## config.mk

```make
export PLATFORM = sky130hd
export DESIGN_NAME = best_arr_io_tx
export DESIGN_NICKNAME = d
export VERILOG_FILES = /design/src/rtl/fast_ann_io_pkg.sv /design/src/rtl/tx_skid_fifo.sv /design/src/rtl/best_arr_io_tx.sv
export SDC_FILE = /design/constraint.sdc
export NUM_CORES = 1
export LEC_CHECK = 0
export CAP_MARGIN = 20
export CORE_MARGIN = 5
export CORE_UTILIZATION = 40
export CTS_CLUSTER_SIZE = 25
export DETAILED_ROUTE_END_ITERATION = 16
export PLACE_DENSITY = 0.6
export SYNTH_ARGS = -nofsm -noshare
export SYNTH_HDL_FRONTEND = slang
export SYNTH_SLANG_ARGS = --single-unit
```

## constraint.sdc

```tcl
create_clock -name wb_clk_i -period 4.36 [get_ports wb_clk_i]
set_input_delay 1.308 -clock wb_clk_i [delete_from_list [all_inputs] [get_ports wb_clk_i]]
set_output_delay 1.308 -clock wb_clk_i [all_outputs]
set_load 0.05 [all_outputs]
```

## src/rtl/fast_ann_io_pkg.sv

```systemverilog
// fast_ann_io_pkg: shared geometry defaults and transmitter state type for the fast-ANN IO path
package fast_ann_io_pkg;
  localparam int TX_DATA_WIDTH = 11;
  localparam int TX_ROW_SIZE = 26;
  localparam int TX_COL_SIZE = 19;
  localparam int TX_BLOCKING = 4;
  localparam int TX_XB = (TX_ROW_SIZE / 2 + TX_BLOCKING - 1) / TX_BLOCKING;
  localparam int TX_TOTAL_WORDS = TX_ROW_SIZE * TX_COL_SIZE;
  typedef enum logic [1:0] {IDLE, SCAN, DRAIN, DONE} tx_state_t;
endpackage

```

## src/rtl/tx_skid_fifo.sv

```systemverilog
// tx_skid_fifo: 2-entry synchronous FIFO with occupancy count; head always visible on dout
module tx_skid_fifo #(
  parameter int W = 11
) (
  input  logic         clk,
  input  logic         rst,
  input  logic         push,
  input  logic [W-1:0] din,
  input  logic         pop,
  output logic [W-1:0] dout,
  output logic [1:0]   count
);
  logic [W-1:0] mem [2];
  logic rp, wp;
  assign dout = mem[rp];
  always_ff @(posedge clk or posedge rst) begin
    if (rst) begin
      mem[0] <= '0;
      mem[1] <= '0;
      rp <= 1'b0;
      wp <= 1'b0;
      count <= 2'd0;
    end else begin
      if (push) mem[wp] <= din;
      wp <= wp ^ push;
      rp <= rp ^ pop;
      count <= count + {1'b0, push} - {1'b0, pop};
    end
  end
endmodule

```

## src/rtl/best_arr_io_tx.sv

```systemverilog
// best_arr_io_tx: streams the best-index array to the host pins in blocked order (BEST_ARR_TX_LAST_EN adds out_last_o)
module best_arr_io_tx
  import fast_ann_io_pkg::*;
#(
  parameter int DATA_WIDTH = TX_DATA_WIDTH,
  parameter int ROW_SIZE = TX_ROW_SIZE,
  parameter int COL_SIZE = TX_COL_SIZE,
  parameter int BLOCKING = TX_BLOCKING,
  parameter int ADDR_WIDTH = $clog2(ROW_SIZE * COL_SIZE)
) (
  input  logic                  wb_clk_i,
  input  logic                  wb_rst_i,
  input  logic                  send_best_arr_i,
  output logic                  mem_ren_o,
  output logic [ADDR_WIDTH-1:0] mem_raddr_o,
  input  logic [DATA_WIDTH-1:0] mem_rdata_i,
  output logic                  out_rempty_n_o,
  output logic [DATA_WIDTH-1:0] out_rdata_o,
  input  logic                  out_deq_i,
  output logic                  busy_o,
`ifdef BEST_ARR_TX_LAST_EN
  output logic                  out_last_o,
`endif
  output logic                  done_o
);
  localparam int HALF = ROW_SIZE / 2;
  localparam int XB = (HALF + BLOCKING - 1) / BLOCKING;
  localparam int XW = XB > 1 ? $clog2(XB) : 1;
  localparam int YW = COL_SIZE > 1 ? $clog2(COL_SIZE) : 1;
  localparam int BW = BLOCKING > 1 ? $clog2(BLOCKING) : 1;
`ifdef BEST_ARR_TX_LAST_EN
  localparam int FW = DATA_WIDTH + 1;
`else
  localparam int FW = DATA_WIDTH;
`endif
  tx_state_t state_q, state_d;
  logic px;
  logic [XW-1:0] x;
  logic [YW-1:0] y;
  logic [BW-1:0] xi;
  logic pend, pop, issue, start;
  logic xi_last, y_last, x_last, last_tuple;
  logic [1:0] count;
  logic [2:0] occ_next;
  logic [FW-1:0] fifo_din, fifo_dout;
  // xi_last also fires at the ragged edge of the last block so skipped tuples never cost a cycle
  assign xi_last = xi == BW'(BLOCKING - 1) || int'(x) * BLOCKING + int'(xi) + 1 >= HALF;
  assign y_last = y == YW'(COL_SIZE - 1);
  assign x_last = x == XW'(XB - 1);
  assign last_tuple = px && x_last && y_last && xi_last;
  assign start = state_q == IDLE && send_best_arr_i;
  assign pop = out_deq_i && count != 2'd0;
  // occupancy after this edge: counting the pop lets a read issue every cycle under full-rate dequeue
  assign occ_next = {1'b0, count} + {2'b0, pend} - {2'b0, pop};
  assign issue = state_q == SCAN && occ_next < 3'd2;
  assign mem_ren_o = issue;
  assign mem_raddr_o = ADDR_WIDTH'(int'(px) * HALF + int'(y) * ROW_SIZE + int'(x) * BLOCKING + int'(xi));
  assign out_rempty_n_o = count != 2'd0;
  assign out_rdata_o = fifo_dout[DATA_WIDTH-1:0];
  assign busy_o = state_q == SCAN || state_q == DRAIN;
  assign done_o = state_q == DONE;
  always_ff @(posedge wb_clk_i or posedge wb_rst_i) begin
    if (wb_rst_i) begin
      px <= 1'b0;
      x <= '0;
      y <= '0;
      xi <= '0;
    end else if (start) begin
      px <= 1'b0;
      x <= '0;
      y <= '0;
      xi <= '0;
    end else if (issue && !last_tuple) begin
      xi <= xi_last ? '0 : xi + BW'(1);
      y <= !xi_last ? y : y_last ? '0 : y + YW'(1);
      x <= !(xi_last && y_last) ? x : x_last ? '0 : x + XW'(1);
      px <= px ^ (xi_last && y_last && x_last);
    end
  end
  always_ff @(posedge wb_clk_i or posedge wb_rst_i) begin
    if (wb_rst_i) begin
      state_q <= IDLE;
      pend <= 1'b0;
    end else begin
      state_q <= state_d;
      pend <= issue;
    end
  end
  always_comb begin
    state_d = state_q;
    unique case (state_q)
      IDLE:  state_d = send_best_arr_i ? SCAN : IDLE;
      SCAN:  state_d = issue && last_tuple ? DRAIN : SCAN;
      DRAIN: state_d = occ_next == 3'd0 ? DONE : DRAIN;
      DONE:  state_d = IDLE;
      default: state_d = IDLE;
    endcase
  end
`ifdef BEST_ARR_TX_LAST_EN
  logic pend_last;
  always_ff @(posedge wb_clk_i or posedge wb_rst_i) begin
    if (wb_rst_i) pend_last <= 1'b0;
    else pend_last <= issue && last_tuple;
  end
  assign fifo_din = {pend_last, mem_rdata_i};
  assign out_last_o = out_rempty_n_o && fifo_dout[DATA_WIDTH];
`else
  assign fifo_din = mem_rdata_i;
`endif
  tx_skid_fifo #(.W(FW)) u_fifo (
    .clk(wb_clk_i),
    .rst(wb_rst_i),
    .push(pend),
    .din(fifo_din),
    .pop(pop),
    .dout(fifo_dout),
    .count(count)
  );
endmodule

```

==> results.cfg <==
[run_status]
outcome = complete, no violations

[timing]
rsz0062_at_grt = true
final_hold_viol_count = 0
fin_crit_ps = 4280
max_freq_mhz = 233
final_max_tran_viols = 0
timing.final.crit_share_pct = 98.3
worst_pin_slew_ps = 548
final.setup.worst_slack_ps = 75.8
setup-violations-final = 0
final.setup_skew_ps = 9.03
worst_slew_margin_rel_pct = 63.5

[setup_path]
worstPathMaxFanout = 2
critPathLaunchType = input pin
regToRegSetupSlack_ps = 1350
worst_path_slowest_cell = fa_2
required_ps = 3050
critical_path_arrival_ps = 2980
timing.rr.end = y[4]
end_kind = primary output
ff2ff_path_depth = 15
cell_chain_of_the_critical_path = clkdlybuf4s15_1, and2_4, ha_4, inv_1, ha_2, fa_2, nand3b_4, clkinv_4, buf_12
critical_path_class = input pin to primary output
timing.critical_path.slowest_cell_delay_ps = 540
reg2reg_from = u_fifo.count[1]

[finish]
post-route-util_pct = 52.9
final_common_cell = dfrtp_1
final_layout_size_suffix_gt1_share_pct = 26.0
n_antenna_cell = 0
fin_nets = 334
final_cells = 358
mostFrequentLayoutCells = 37 x dfrtp_1, 34 x mux2_2, 32 x ha_1, 31 x clkdlybuf4s50_1, 24 x inv_1
syn_to_final_growth_pct = 30.1

[clock_network]
worst_setup_hold_path_clk_slew_ps = 70
numClockSinks = 39
cts_tree = yes
cts_made_buffers = 5
maximum_root_to_sink_buffer_count = 2
cts-htree-levels = 2
clkLatencyLatePin_ps = 290
clk_root_buffer_cell = clkbuf_8
ctsHoldBuffers = 0

[placed_design]
numPlacedInstances = 342
hpwlAfterDp_um = 3630
io_buffers = 38
gp_congestion = 0.777
detailedPlace.worstSlack_ps = -217

[yosys]
ys_warn_count = 0
top_cells_by_area_synth = dfrtp_1 38%, ha_1 17%, mux2_2 15%
ys_seq_area_share_pct = 38.2
mappedNetlistNets = 281
postSynth.asyncResetShare_pct = 100
synth.largest_area_cell = dfrtp_1
syn-instance-count = 227
synth_top_flop_cell = dfrtp_1
synth_cell_type_count = 35
synth-seq-cells = 39
netlist_area_um2 = 2550
synth_top_area_share_pct = 38.2
number_of_synthesized_flops_with_an_enable_pin = 0
synthesized_area_per_cell_um2 = 11.2

[drt]
top_signal_layer_used = met4
via_per_inst = 5.01
initialDrtViolationCount = 61
detailroute.wirelength.met2_um = 2450
ant_nets = 0
drt_first_pass_iters = 4
detailroute.via_count = 1795
met3_wirelength_um = 135
met1_length_um = 2230
routed_wire_length_per_instance_um = 13.7
wirelength_um = 4900
remaining_drc_errors = 0

[hold_path]
min_from = u_fifo.mem[17]
hold_path_end = u_fifo.mem[17]
worst_hold_path_type = flip-flop to flip-flop
hold_path_depth = 1

[global_route]
antenna_violations_before_repair = 0
track_usage_pct = 12.9
grt_start_max_net_pins = 40
grt_pass1_wl_um = 8700
grt_overflow_total = 0
grt_pass1_vias = 1883

[die]
floorplan.io_pins = 39
die_width_um = 89.9
dieArea_um2 = 8080
row_count = 29
core_region_area_um2 = 6280
start_util_pct = 40.7
floorplan.die.height_um = 89.9

[flow_run]
maxCapViolCount = 0
-- final cells by class --
type                            instances  area [um^2]
Multi-Input combinational cell        158         1520
Tap cell                               77         96.3
Clock buffer                            7         96.3
Timing Repair Buffer                   51          526
Fill cell                             550         2960
Inverter                               25         98.8
Clock inverter                          1         7.51
Sequential cell                        39          978
-- logic make-up (layout without fill, tap and decap cells) --
kind of cell / after synthesis / count (layout) / share of synthesized area (%)
adder cells (fa/ha/maj): 39 / 39 / 20.6
flip-flops: 39 / 39 / 38.2
AND/OR/NAND/NOR: 38 / 38 / 8.04
multiplexers: 34 / 34 / 15.0
AO/OA/AOI/OAI: 33 / 33 / 8.82
buffers and inverters: 30 / 84 / 4.51
XOR/XNOR: 14 / 14 / 4.80
-- worst max-delay path by stage --
stage	startpoint	to	slack, ps	depth (start not counted)
2_1_floorplan	y[1]	mem_raddr_o[8]	90	9
3_3_place_gp	out_deq_i	mem_ren_o	-190	10
3_5_place_dp	out_deq_i	mem_ren_o	-220	10
4_1_cts	out_deq_i	mem_ren_o	30	9
5_1_grt	y[0]	mem_raddr_o[8]	-30	11
6_report	out_deq_i	mem_ren_o	80	9
-- what timing repair did --
action,CTS,global route
cloned,0,0
pin swaps,1,2
endpoints found under the setup margin,2,2
gates resized for setup,9,5
buffers inserted,3,5
-- metal layers --
metal  up-vias  track usage, %
met1       871            16.0
met2        19            21.7
li1        897               -
met5         -               0
met3         8            2.92
met4         0            5.09
-- critical path: cells and delay by family --
| kind | cells | cell delay [ps] |
|---|---|---|
| and+or+nand+nor | 2 | 300 |
| adders and majority gates | 3 | 950 |
| buffers and inverters | 4 | 410 |
-- Yosys cell counts, types with 3 or more instances --
master	n
fa_1	5
nand4_1	3
a21oi_1	10
o211ai_1	5
mux2_2	34
ha_1	34
a21o_1	5
nor2_1	4
nand3_1	3
nand2_1	11
inv_1	24
clkbuf_1	3
dfrtp_1	39
xor2_1	6
or3_1	5
o21ai_0	4
xnor2_1	8
-- metrics by stage --
stage	TNS [ps]	hold WS [ps]	cell area, um^2
after floorplan	0	475	2550
after global placement	-187	484	3090
after detailed placement	-217	493	3090
after CTS	0	511	3260
after global routing	-27.8	525	3320
final	0	505	3320
-- sequential cells by signal, indices dropped and copies added (netlist names), named ones only --
name	count
pend	1
u_fifo.rp	1
u_fifo.wp	1
xi	2
u_fifo.mem	22
state_q	1
u_fifo.count	2
px	1
y	5
x	2
Power is not shown: default switching activity piles up to over one toggle a cycle in this logic, so the estimate is an artifact.
